`config.mk`:
```
export PLATFORM = sky130hd
export DESIGN_NAME = vram_arbiter
export DESIGN_NICKNAME = d
export VERILOG_FILES = /design/src/rtl/vram_arbiter.sv
export SDC_FILE = /design/constraint.sdc
export NUM_CORES = 1
export LEC_CHECK = 0
export CELL_PAD_IN_SITES_DETAIL_PLACEMENT = 1
export CELL_PAD_IN_SITES_GLOBAL_PLACEMENT = 1
export CORE_UTILIZATION = 45
export CTS_CLUSTER_SIZE = 40
export DETAILED_ROUTE_END_ITERATION = 7
export DONT_BUFFER_PORTS = 1
export PLACE_DENSITY_LB_ADDON = 0.1
export SLEW_MARGIN = 0
export SYNTH_ARGS = -nofsm -noshare
export SYNTH_HDL_FRONTEND = slang
export SYNTH_SLANG_ARGS = --single-unit
```
`constraint.sdc`:
```
create_clock -name clk -period 4.7 [get_ports clk]
set_input_delay 1.41 -clock clk [delete_from_list [all_inputs] [get_ports clk]]
set_output_delay 1.41 -clock clk [all_outputs]
set_load 0.05 [all_outputs]
```
`src/rtl/vram_arbiter.sv`:
```
// Two-requester VRAM port arbiter: video text fetch has priority, and a
// starvation counter forces a CPU slot. Optional statistics under VRAM_ARB_STATS_EN.
module vram_arbiter #(
    parameter int ADDR_W         = 24,
    parameter int DATA_W         = 8,
    parameter int MEM_LATENCY    = 2,
    parameter int CPU_STARVE_MAX = 4
) (
    input  logic              clk,
    input  logic              reset,
    input  logic              vid_req,
    input  logic [ADDR_W-1:0] vid_addr,
    output logic [DATA_W-1:0] vid_data,
    output logic              vid_valid,
    input  logic              cpu_req,
    input  logic              cpu_we,
    input  logic [ADDR_W-1:0] cpu_addr,
    input  logic [DATA_W-1:0] cpu_wdata,
    output logic [DATA_W-1:0] cpu_rdata,
    output logic              cpu_ready,
    output logic              mem_en,
    output logic              mem_we,
    output logic [ADDR_W-1:0] mem_addr,
    output logic [DATA_W-1:0] mem_wdata,
    input  logic [DATA_W-1:0] mem_rdata
`ifdef VRAM_ARB_STATS_EN
    ,
    output logic [15:0]       cpu_stall_cycles,
    output logic [7:0]        vid_stall_max
`endif
);

    typedef enum logic [1:0] {
        IDLE  = 2'd0,
        ISSUE = 2'd1,
        WAIT  = 2'd2,
        DONE  = 2'd3
    } state_t;

    localparam logic [2:0] LAT_LOAD   = 3'(MEM_LATENCY - 1);
    localparam logic [3:0] STARVE_LIM = 4'(CPU_STARVE_MAX);

    state_t     state_r;
    logic       owner_cpu_r;
    logic [2:0] lat_cnt_r;
    logic [3:0] starve_cnt_r;
    logic       grant_cpu_s;
    logic       grant_vid_s;

    // Arbitration decision for the current IDLE cycle.
    always_comb begin
        grant_cpu_s = 1'b0;
        grant_vid_s = 1'b0;
        if (cpu_req && (!vid_req || (starve_cnt_r >= STARVE_LIM))) begin
            grant_cpu_s = 1'b1;
        end else begin
            grant_vid_s = vid_req;
        end
    end

    // Access sequencer; every output is registered here.
    always_ff @(posedge clk) begin
        if (reset) begin
            state_r      <= IDLE;
            owner_cpu_r  <= 1'b0;
            lat_cnt_r    <= 3'd0;
            starve_cnt_r <= 4'd0;
            mem_en       <= 1'b0;
            mem_we       <= 1'b0;
            mem_addr     <= '0;
            mem_wdata    <= '0;
            vid_data     <= '0;
            vid_valid    <= 1'b0;
            cpu_rdata    <= '0;
            cpu_ready    <= 1'b0;
        end else begin
            mem_en    <= 1'b0;
            vid_valid <= 1'b0;
            cpu_ready <= 1'b0;
            case (state_r)
                IDLE: begin
                    if (grant_cpu_s) begin
                        owner_cpu_r  <= 1'b1;
                        mem_addr     <= cpu_addr;
                        mem_we       <= cpu_we;
                        mem_wdata    <= cpu_wdata;
                        mem_en       <= 1'b1;
                        starve_cnt_r <= 4'd0;
                        state_r      <= ISSUE;
                    end else if (grant_vid_s) begin
                        owner_cpu_r  <= 1'b0;
                        mem_addr     <= vid_addr;
                        mem_we       <= 1'b0;
                        mem_wdata    <= '0;
                        mem_en       <= 1'b1;
                        // Only video wins that leave the CPU waiting count toward starvation.
                        if (cpu_req) begin
                            starve_cnt_r <= (starve_cnt_r == 4'd15) ? 4'd15 : starve_cnt_r + 4'd1;
                        end else begin
                            starve_cnt_r <= 4'd0;
                        end
                        state_r      <= ISSUE;
                    end else begin
                        state_r <= IDLE;
                    end
                end
                ISSUE: begin
                    lat_cnt_r <= LAT_LOAD;
                    state_r   <= WAIT;
                end
                WAIT: begin
                    if (lat_cnt_r == 3'd0) begin
                        if (owner_cpu_r) begin
                            if (!mem_we) begin
                                cpu_rdata <= mem_rdata;
                            end else begin
                                cpu_rdata <= cpu_rdata;
                            end
                        end else begin
                            vid_data <= mem_rdata;
                        end
                        state_r <= DONE;
                    end else begin
                        lat_cnt_r <= lat_cnt_r - 3'd1;
                    end
                end
                DONE: begin
                    if (owner_cpu_r) begin
                        cpu_ready <= 1'b1;
                    end else begin
                        vid_valid <= 1'b1;
                    end
                    mem_we  <= 1'b0;
                    state_r <= IDLE;
                end
                default: begin
                    state_r <= IDLE;
                end
            endcase
        end
    end

`ifdef VRAM_ARB_STATS_EN
    logic       vid_req_d_r;
    logic       vid_busy_r;
    logic [7:0] vid_wait_r;

    // CPU stall cycle counter, saturating.
    always_ff @(posedge clk) begin
        if (reset) begin
            cpu_stall_cycles <= 16'd0;
        end else if (cpu_req && !cpu_ready && (cpu_stall_cycles != 16'hFFFF)) begin
            cpu_stall_cycles <= cpu_stall_cycles + 16'd1;
        end else begin
            cpu_stall_cycles <= cpu_stall_cycles;
        end
    end

    // Worst-case video request-to-valid time, measured from the request rising edge.
    always_ff @(posedge clk) begin
        if (reset) begin
            vid_req_d_r   <= 1'b0;
            vid_busy_r    <= 1'b0;
            vid_wait_r    <= 8'd0;
            vid_stall_max <= 8'd0;
        end else begin
            vid_req_d_r <= vid_req;
            if (vid_busy_r && vid_valid) begin
                vid_busy_r <= 1'b0;
                if (vid_wait_r > vid_stall_max) begin
                    vid_stall_max <= vid_wait_r;
                end else begin
                    vid_stall_max <= vid_stall_max;
                end
            end else if (vid_req && !vid_req_d_r) begin
                vid_busy_r <= 1'b1;
                vid_wait_r <= 8'd1;
            end else if (vid_busy_r && (vid_wait_r != 8'hFF)) begin
                vid_wait_r <= vid_wait_r + 8'd1;
            end else begin
                vid_wait_r <= vid_wait_r;
            end
        end
    end
`endif

endmodule
```
After elaboration in Yosys (flattened, before gate mapping)

Index checks and enable logic that the tools add are counted.

Logic and storage cells: 65
Input port bits: 69
Output and inout bits: 52
Bits in registers: 62

Reductions and logical operators: 15
Add/sub/neg operators: 2
Mux-type cells: 24
Bitwise logic cells: 4
$lt $le $gt $ge: 1
Equal/unequal tests: 7

Operators by type and width:

| kind                  | count |
|---|---|
| $mux W24              | 2 |
| $mux W4               | 4 |
| $mux W8               | 2 |
| $mux W1               | 11 |
| $pmux W2 S4           | 1 |
| $pmux W3 S2           | 1 |
| $reduce_and A2 Y1     | 3 |
| $reduce_bool A2 Y1    | 3 |
| $add A4 B1 Y4 const B | 1 |
| $eq A2 B2 Y1 const B  | 2 |
| $eq A4 B4 Y1 const B  | 1 |
| $ge A4 B3 Y1 const B  | 1 |
| $ne A2 B2 Y1 const B  | 2 |
| $not A1 Y1            | 4 |
| $reduce_and A4 Y1     | 1 |
| $reduce_or A2 Y1      | 2 |
| $logic_not A3 Y1      | 1 |
| $mux W3               | 1 |
| $ne A3 B3 Y1 const B  | 1 |
| $reduce_and A3 Y1     | 1 |
| $sub A3 B1 Y3 const B | 1 |
| $eq A2 B1 Y1 const B  | 1 |
| $logic_not A2 Y1      | 1 |
| $mux W2               | 1 |
| other kinds (4)       | 4 |

Longest topological paths before layout

Gate-level depths: netlist (run 1).

Word-level depth: 7
Gate-level depth with buffers: 7
Depth with buffers taken out: 6

Least setup slack after synthesis (run 1)

Ideal clock, no wire load.

Path type: input to register
Start: input port reset
End: register mem_wdata[1]
Buffers on the path: 2
Cell stages on the path: 4
Arrival time: 2.269 ns
Setup slack: 2.315 ns
Library setup time: 0.117 ns
Data required time: 4.583 ns
Cell sequence: clkbuf_1 nor2_1 clkbuf_1 a22o_1

RTL lines:

| what                 | RTL line | source |
|---|---|---|
| start, declared      | 10       | `input logic reset,` |
| end signal, assigned | 86       | `mem_wdata <= cpu_wdata;` |
| end, declared        | 24       | `output logic [DATA_W-1:0] mem_wdata,` |

Final worst setup path (run 1)

Start: input port vid_req
End: register mem_addr[3]

Word-level cells in the longest chain between the ends: 6
Elaborated cells on any way between the ends: 8
Those cells by class: mux: 3; reduce/logical: 5

RTL lines:

| what                         | RTL line | source |
|---|---|---|
| start, declared              | 11       | `input logic vid_req,` |
| $logic_not A1 Y1             | 54       | `if (cpu_req && (!vid_req \|\| (starve_cnt_r >= STARVE_LIM))) begin` |
| $logic_or A1 B1 Y1           | 54       |  |
| $logic_and A1 B1 Y1          | 54       |  |
| $mux W1                      | 54       |  |
| $reduce_bool A2 Y1 (no line) | n/a      |  |
| $reduce_and A2 Y1 (no line)  | n/a      |  |
| end signal, assigned         | 84       | `mem_addr <= cpu_addr;` |
| end signal, assigned         | 92       | `mem_addr <= vid_addr;` |
| end, declared                | 23       | `output logic [ADDR_W-1:0] mem_addr,` |

Several ways; a longest one is shown, not always the timed one.
A chain may end at the register's enable or synchronous reset.

==> results.json, run 1 <==
{
  "status": "finished clean",
  "cts-hold-fix-buffers": 0,
  "grtUsageMet1": 0.281,
  "syn_to_final_growth_pct": 5.54,
  "criticalPathCategory": "primary input to flop",
  "grt_pass1_wl_um": 10200,
  "wl_per_cell_um": 18.6,
  "dp.cells": 338,
  "post-dp-hpwl_um": 4310,
  "vias": 2131,
  "hold_path_class": "flop to flop",
  "insertion_delay_ns": 0.33,
  "viasPerCell": 6.04,
  "drv_cap": 0,
  "fin_area_um2": 2740,
  "cts_setup_buffers": 0,
  "grt_usage": 0.218,
  "final.setup.tns_ns": 0,
  "critPathMaxFanout": 27,
  "rows": 27,
  "postCtsResizedCells": 0,
  "clock.fmax_mhz": 391,
  "die-area_um2": 6080,
  "ys_ff_latch": 62,
  "drc": 0,
  "synth_area_per_cell_um2": 8.96,
  "placed_cell_area_um2": 2570,
  "post-route-period-util": 0.544,
  "fin_util": 0.495,
  "cts.sinks": 62,
  "fin_total_pwr_mw": 1.84,
  "grt_remaining_overflow": 0,
  "leakage_nw": 1.03,
  "gr-usage-met2": 0.324,
  "ir_worst_vdd_mv": 0.377,
  "nNetsFinal": 353,
  "start_util": 0.469,
  "clkSlewWorstSetupHoldPaths_ns": 0.06,
  "synthFlopType": "dfxtp_1",
  "cts_buffer_depth": 2,
  "synth_edf_count": 0,
  "antenna_found_initial": 0,
  "synthArstFlopShare": 0,
  "slew_violations": 0,
  "synth_area_um2": 2600,
  "gp_congestion": 0.733,
  "io_pins": 121,
  "final_common_cell": "dfxtp_1",
  "drive_above_1_share": 0.0605,
  "skew_ns": 0.00495,
  "rrSetupSlack_ns": 2.56,
  "crit_arrival_ns": 2.77,
  "synth_nets": 366,
  "die_w_um": 78.0,
  "synth_cells": 290,
  "instances_no_fill": 353,
  "end_kind": "flop",
  "antenna_cells": 0,
  "p_per_area_nw_per_um2": 669,
  "rsz0062_at_grt": "no",
  "coreArea_um2": 5540,
  "min_period_ns": 2.56,
  "h-tree-depth": 3,
  "relSlewSlack": 0.295,
  "hold_viol": 0,
  "gr-usage-met3": 0.0671,
  "ys_warn_count": 0,
  "dieHeight_um": 78.0,
  "drt_iter0_drc": 62,
  "root_buffer": "clkbuf_8",
  "wl_um": 6560,
  "antenna_left": 0,
  "ys_seq_area_frac": 0.478,
  "final_cell_mix": "62 x dfxtp_1, 36 x nor2_1, 26 x o21ai_0",
  "numCtsBuffers": 9,
  "grt.busiest_layer": "met2",
  "first_pass_iters": 4,
  "cp.required_ns": 4.92,
  "cts_tree": "built",
  "worst_pin_slew_ns": 1.06,
  "grt_max_degree": 55,
  "synth_cell_type_count": 36,
  "first_global_vias": 2035,
  "startpoint_type": "primary input",
  "port_buffers": 0,
  "finalSetupViolCount": 0
}
## cell usage after synthesis (2+ instances only)
cell	instances	share of area
dfxtp_1	62	0.48
nor2_1	36	0.052
o21ai_0	26	0.050
a311oi_1	24	0.081
nand2_1	24	0.035
nand3_1	24	0.046
a21oi_1	14	0.027
clkbuf_1	14	0.020
a22o_1	9	0.030
mux2i_1	8	0.031
ha_1	7	0.034
inv_1	6	0.0087
buf_2	5	0.0096
nand2b_1	3	0.0072
a21o_1	2	0.0058
and2_1	2	0.0048
buf_1	2	0.0029
clkbuf_2	2	0.0039
nand4_1	2	0.0048
nor3_2	2	0.0077
## state kept, by name (all words and copies together), names as in the netlist
name and flops:
mem_wdata 8, cpu_rdata 8, mem_en 1, state_r 2
lat_cnt_r 3, owner_cpu_r 1, vid_data 8, starve_cnt_r 4
mem_we 1, cpu_ready 1, vid_valid 1, mem_addr 24
## critical path, cell delays in order
cell      delay, ns
or3b_1         0.85
nand3_1        0.15
a311oi_1       0.36
## per-stage QoR
stage          hold slack, ns  setup slack, ns
5_1_grt                 0.502             2.04
2_1_floorplan           0.440             2.31
6_report                0.469             2.14
3_3_place_gp            0.448             1.88
3_5_place_dp            0.460             1.81
4_1_cts                 0.469             2.15
## cells by family (layout without fill, tap and decap cells)
logic type | Yosys count | in the layout | synth area share
AOI/OAI and AO/OA | 79 | 79 | 0.205
adders and majority gates | 7 | 7 | 0.0337
buffers and inverters | 31 | 22 | 0.0554
DFF | 62 | 62 | 0.478
muxes | 8 | 8 | 0.0308
and+or+nand+nor | 103 | 103 | 0.197
## power breakdown
group          leakage, nW  total, mW  internal [mW]  switching (mW)
logic                0.439      0.383          0.146           0.236
registers            0.508       1.05          0.639           0.408
clock network       0.0865      0.406          0.217           0.189
## layer usage
layer	vias up	part of all wire
li1	1019	-
met3	14	0.074
met2	82	0.45
met5	-	0
met4	0	0.024
met1	1016	0.46
## worst paths after layout
kind                                endpoint  cells after the start         start
worst min register to register  lat_cnt_r[0]                      2  lat_cnt_r[0]
worst max register to register  mem_wdata[1]                      6    state_r[0]
worst min-delay path            lat_cnt_r[0]                      2  lat_cnt_r[0]
worst max-delay path             mem_addr[3]                      3       vid_req
## area by class of cell
class / count / area, um^2
multi-input combinational: 197 / 1210
inverter: 6 / 22.5
clock buffer: 14 / 163
timing repair buffer: 1 / 7.51
sequential: 62 / 1240
fill: 642 / 2800
clock inverter: 1 / 5.00
tap: 72 / 90.1
Note: power is estimated with default switching activity, not from simulation.
==> run 2: changes to the inputs <==
- CORE_UTILIZATION: 45 -> 40
- clock period: 4.7 -> 2.2 ns (I/O delays scaled with it)
==> run 2 against run 1 <==
Global-route usage is 2.5 points lower. Power grew 120%. Clock skew increased by 0.0018 ns. Flip-flop and latch count did not move. Critical path depth is 2 higher. Combinational power up 120%. Core utilization decreased by 5.1 points. Via count shrank 1.2%. Routed wire length rose by 1.3%. Non-clock buffer count up 4. First-iteration DRC count up 58%. Final cell count grew 2.5%. Critical path type is now flop to flop. Critical endpoint is now mem_wdata[0]. Largest cell class unchanged. Largest power group unchanged.
==> results.json, run 2 (synthesis gave the netlist of run 1 again) <==
{
  "drc": 0,
  "first_pass_iters": 4,
  "wl_per_cell_um": 18.4,
  "root_buffer": "clkbuf_8",
  "clock.fmax_mhz": 567,
  "intPower_mw": 2.25,
  "cts_tree": "built",
  "slew_violations": 0,
  "critPathMaxFanout": 12,
  "numCtsBuffers": 9,
  "final_cell_mix": "62 x dfxtp_1, 36 x nor2_1, 26 x o21ai_0",
  "dieHeight_um": 82.6,
  "fin_total_pwr_mw": 4.05,
  "drive_above_1_share": 0.0842,
  "gp_congestion": 0.768,
  "coreArea_um2": 6310,
  "min-delay-start": "reset",
  "ir_worst_vdd_mv": 0.567,
  "relSlewSlack": 0.514,
  "r2r_end": "mem_wdata[0]",
  "wl_um": 6650,
  "leakage_nw": 1.06,
  "final_common_cell": "dfxtp_1",
  "h-tree-depth": 3,
  "postCtsResizedCells": 0,
  "post-dp-hpwl_um": 4420,
  "viasPerCell": 5.81,
  "post-route-period-util": 0.802,
  "port_buffers": 0,
  "crit_arrival_ns": 2.04,
  "antenna_found_initial": 0,
  "min_period_ns": 1.76,
  "largest_register_ffs": 24,
  "die-area_um2": 6820,
  "ff2ff_path_depth": 5,
  "insertion_delay_ns": 0.33,
  "p_per_area_nw_per_um2": 1450,
  "p_comb_frac": 0.207,
  "rrSetupSlack_ns": 0.44,
  "startpoint_type": "flop",
  "end_kind": "flop",
  "hold_path_end": "vid_data[1]",
  "p_sw_frac": 0.445,
  "switching_power_mw": 1.80,
  "hold_viol": 0,
  "clkSlewWorstSetupHoldPaths_ns": 0.07,
  "top_register": "mem_addr",
  "status": "finished clean",
  "syn_to_final_growth_pct": 7.80,
  "grt_pass1_wl_um": 9720,
  "finalSetupViolCount": 0,
  "hold_path_class": "primary input to flop",
  "criticalPathCategory": "flop to flop",
  "worstHoldPathCells": 1,
  "rows": 29,
  "skew_ns": 0.00677,
  "worst_pin_slew_ns": 0.726,
  "antenna_cells": 0,
  "grt_usage": 0.193,
  "cts-hold-fix-buffers": 0,
  "cts.sinks": 62,
  "grt_max_degree": 55,
  "antenna_left": 0,
  "cts_buffer_depth": 2,
  "cts_setup_buffers": 0,
  "drt_iter0_drc": 98,
  "grt_remaining_overflow": 0,
  "start_util": 0.412,
  "seq_power_share": 0.551,
  "final.setup.tns_ns": 0,
  "io_pins": 121,
  "first_global_vias": 2074,
  "rr_startpoint": "state_r[1]",
  "vias": 2105,
  "die_w_um": 82.6,
  "drv_cap": 0,
  "cp.required_ns": 2.48,
  "rsz0062_at_grt": "no",
  "nNetsFinal": 357,
  "clkPwrFrac": 0.242
}
run 2: cell types whose count changed in the layout (fill, tap and decap cells not counted):
| cell | change |
|---|---|
| bufinv_16 | +1 |
| o21a_2 | +1 |
| o21a_1 | -1 |
| clkinv_2 | +1 |
| buf_4 | +4 |
| clkbuf_1 | -2 |
| clkbuf_8 | -1 |
| clkinvlp_4 | +1 |
run 2: worst max-delay path: stages, from the launching register on:
cell     delay, ns
dfxtp_1       0.38
inv_1         0.08
ha_1          0.27
o21a_2        0.17
nor2_1        0.56
a22o_1        0.24
run 2: final cells by class:
cell class | instances | area [um^2]
flip-flops and latches | 62 | 1240
well taps | 77 | 96.3
multi-input cells | 197 | 1210
repair buffers | 5 | 37.5
fillers | 746 | 3510
clock buffers | 11 | 141
inverters | 6 | 22.5
clock inverters | 4 | 47.5
run 2: power groups by stage:
stage          clock network (mW)  registers [mW]  logic, mW
2_1_floorplan                   0            2.21      0.701
3_3_place_gp                    0            2.26      0.828
3_5_place_dp                    0            2.26      0.852
4_1_cts                      1.01            2.24      0.856
5_1_grt                      1.05            2.28      0.974
6_report                    0.980            2.23      0.839
run 2: worst max-delay path by stage:
stage	startpoint	to	slack, ns
global placement	cpu_req	mem_wdata[1]	0.46
global route	state_r[0]	mem_wdata[1]	0.27
CTS	state_r[0]	mem_wdata[2]	0.40
floorplan	reset	mem_wdata[1]	0.56
detailed placement	state_r[0]	mem_wdata[1]	0.42
finish	state_r[1]	mem_wdata[0]	0.44
run 2: through the flow:
| stage | std cells | area (um^2) | worst slack, ns | utilization | hold WS [ns] |
|---|---|---|---|---|---|
| 6_report | 362 | 2800 | 0.437 | 0.444 | 0.388 |
| 5_1_grt | 362 | 2800 | 0.266 | 0.444 | 0.370 |
| 4_1_cts | 362 | 2800 | 0.403 | 0.444 | 0.373 |
| 3_5_place_dp | 347 | 2610 | 0.417 | 0.414 | 0.456 |
| 3_3_place_gp | 347 | 2610 | 0.455 | 0.414 | 0.446 |
| 2_1_floorplan | 290 | 2600 | 0.565 | - | 0.440 |
run 2: per-layer routing:
layer  global-route usage  part of all wire  routed length [um]
met5                    0                 0                   0
met2                0.302              0.46                3060
met1                0.238              0.45                2970
met4                0.100            0.0086                  57
met3               0.0571             0.085                 565
==> run 3: changes to the inputs <==
- clock period: 2.2 -> 1.6 ns (I/O delays scaled with it)
==> run 3 against run 2 <==
Clock skew rose by 0.0017 ns. Routed wire length shrank 1.1%. Global-route usage decreased by 0.24 points. Highest routed layer unchanged. First-iteration DRC count down 2.0%. Power increased by 41%. Setup slack got worse by 0.38 ns. Count of clock-buffer cells in the layout is 1 lower. Flip-flop and latch count stayed put. Fmax grew 14%. Worst hold slack lost 0.18 ns.
==> results.json, run 3 (synthesis gave the netlist of run 1 again) <==
{
  "die-area_um2": 6820,
  "first_global_vias": 1943,
  "post-route-period-util": 0.966,
  "nNetsFinal": 370,
  "dp.cells": 360,
  "insertion_delay_ns": 0.34,
  "hold_viol": 0,
  "final_cell_mix": "61 x dfxtp_1, 35 x nor2_1, 26 x o21ai_0",
  "cts.sinks": 62,
  "post-dp-hpwl_um": 4480,
  "hold_path_class": "primary input to flop",
  "rows": 29,
  "status": "finished clean",
  "gp_congestion": 0.715,
  "r2r_end": "lat_cnt_r[0]",
  "first_pass_iters": 4,
  "criticalPathCategory": "flop to flop",
  "antenna_left": 0,
  "grt_max_degree": 55,
  "setup_ws_ns": 0.0548,
  "worst_pin_slew_ns": 0.531,
  "wl_met1_um": 2920,
  "wl_um": 6570,
  "rr_startpoint": "lat_cnt_r[0]",
  "numCtsBuffers": 9,
  "start_util": 0.412,
  "final_common_cell": "dfxtp_1",
  "clkSlewWorstSetupHoldPaths_ns": 0.07,
  "largest_register_ffs": 24,
  "met3_length_um": 649,
  "top_register": "mem_addr",
  "cts_setup_buffers": 0,
  "fin_total_pwr_mw": 5.71,
  "die_w_um": 82.6,
  "dieHeight_um": 82.6,
  "critical_path.endpoint": "lat_cnt_r[0]",
  "drive_above_1_share": 0.147,
  "rrSetupSlack_ns": 0.05,
  "ir_worst_vdd_mv": 0.797,
  "clock.fmax_mhz": 647,
  "h-tree-depth": 3,
  "antenna_cells": 0,
  "slew_violations": 0,
  "grt_pass1_wl_um": 9600,
  "leakage_nw": 1.13,
  "io_pins": 121,
  "p_per_area_nw_per_um2": 1940,
  "topRoutingLayerUsed": "met4",
  "critPathMaxFanout": 7,
  "startpoint_type": "flop",
  "root_buffer": "clkbuf_8",
  "wl_per_cell_um": 17.5,
  "ff2ff_path_depth": 6,
  "cts_buffer_depth": 2,
  "drt_iter0_drc": 96,
  "crit_arrival_ns": 1.81,
  "instances_no_fill": 376,
  "port_buffers": 0,
  "drc": 0,
  "viasPerCell": 5.66,
  "vias": 2128,
  "syn_to_final_growth_pct": 13.4,
  "met2_length_um": 2930,
  "end_kind": "flop",
  "drv_cap": 0,
  "cts_tree": "built",
  "skew_ns": 0.00851,
  "finalSetupViolCount": 0,
  "place_ws_ns": -0.0111,
  "cts-hold-fix-buffers": 0,
  "coreArea_um2": 6310,
  "grt_usage": 0.190,
  "rsz0062_at_grt": "no",
  "antenna_found_initial": 0,
  "min_period_ns": 1.55,
  "startpoint": "lat_cnt_r[0]",
  "grt_remaining_overflow": 0,
  "cp.required_ns": 1.86,
  "relSlewSlack": 0.646
}
[run 3: stage by stage]
| stage | setup TNS (ns) | hold WS (ns) | utilization | cell area [um^2] |
|---|---|---|---|---|
| final | 0 | 0.208 | 0.467 | 2950 |
| after global routing | 0 | 0.182 | 0.467 | 2950 |
| after CTS | 0 | 0.191 | 0.464 | 2930 |
| after detailed placement | -0.0776 | 0.460 | 0.435 | 2750 |
| after global placement | 0 | 0.447 | 0.435 | 2750 |
| after floorplan | 0 | 0.440 | - | 2600 |
[run 3: how the worst min path moves through the flow]
stage | depth (start not counted) | startpoint | to | slack [ns]
6_report | 1 | reset | mem_addr[10] | 0.21
5_1_grt | 1 | reset | cpu_rdata[5] | 0.18
4_1_cts | 1 | reset | cpu_rdata[0] | 0.19
3_5_place_dp | 2 | lat_cnt_r[0] | lat_cnt_r[0] | 0.46
3_3_place_gp | 2 | lat_cnt_r[0] | lat_cnt_r[0] | 0.45
2_1_floorplan | 2 | lat_cnt_r[0] | lat_cnt_r[0] | 0.44
[run 3: timing repair]
item | in CTS | in global routing
endpoints found under the hold margin | 0 | 0
gates resized for setup | 2 | 4
endpoints found under the setup margin | 10 | 1
[run 3: power breakdown]
part	internal [mW]	switching [mW]
registers	1.88	1.14
clock network	0.594	0.617
logic	0.690	0.791
total	3.16	2.55
[run 3: critical path, cell delays in order, from the launching register on]
cell     delay (ns)
dfxtp_2        0.34
inv_1          0.04
ha_1           0.22
ha_4           0.19
and2_1         0.18
or3_4          0.37
a21oi_2        0.14
[run 3: layer usage]
| metal | up-vias | global-route usage |
|---|---|---|
| met5 | - | 0 |
| met4 | 0 | 0.0621 |
| met3 | 7 | 0.0879 |
| met2 | 77 | 0.285 |
| met1 | 996 | 0.241 |
| li1 | 1048 | - |
[run 3: final cells by class]
class,instances,area [um^2]
Clock buffer,10,138
Tap cell,77,96.3
Sequential cell,62,1240
Multi-Input combinational cell,197,1240
Clock inverter,6,37.5
Timing Repair Buffer,18,173
Fill cell,736,3370
Inverter,6,22.5
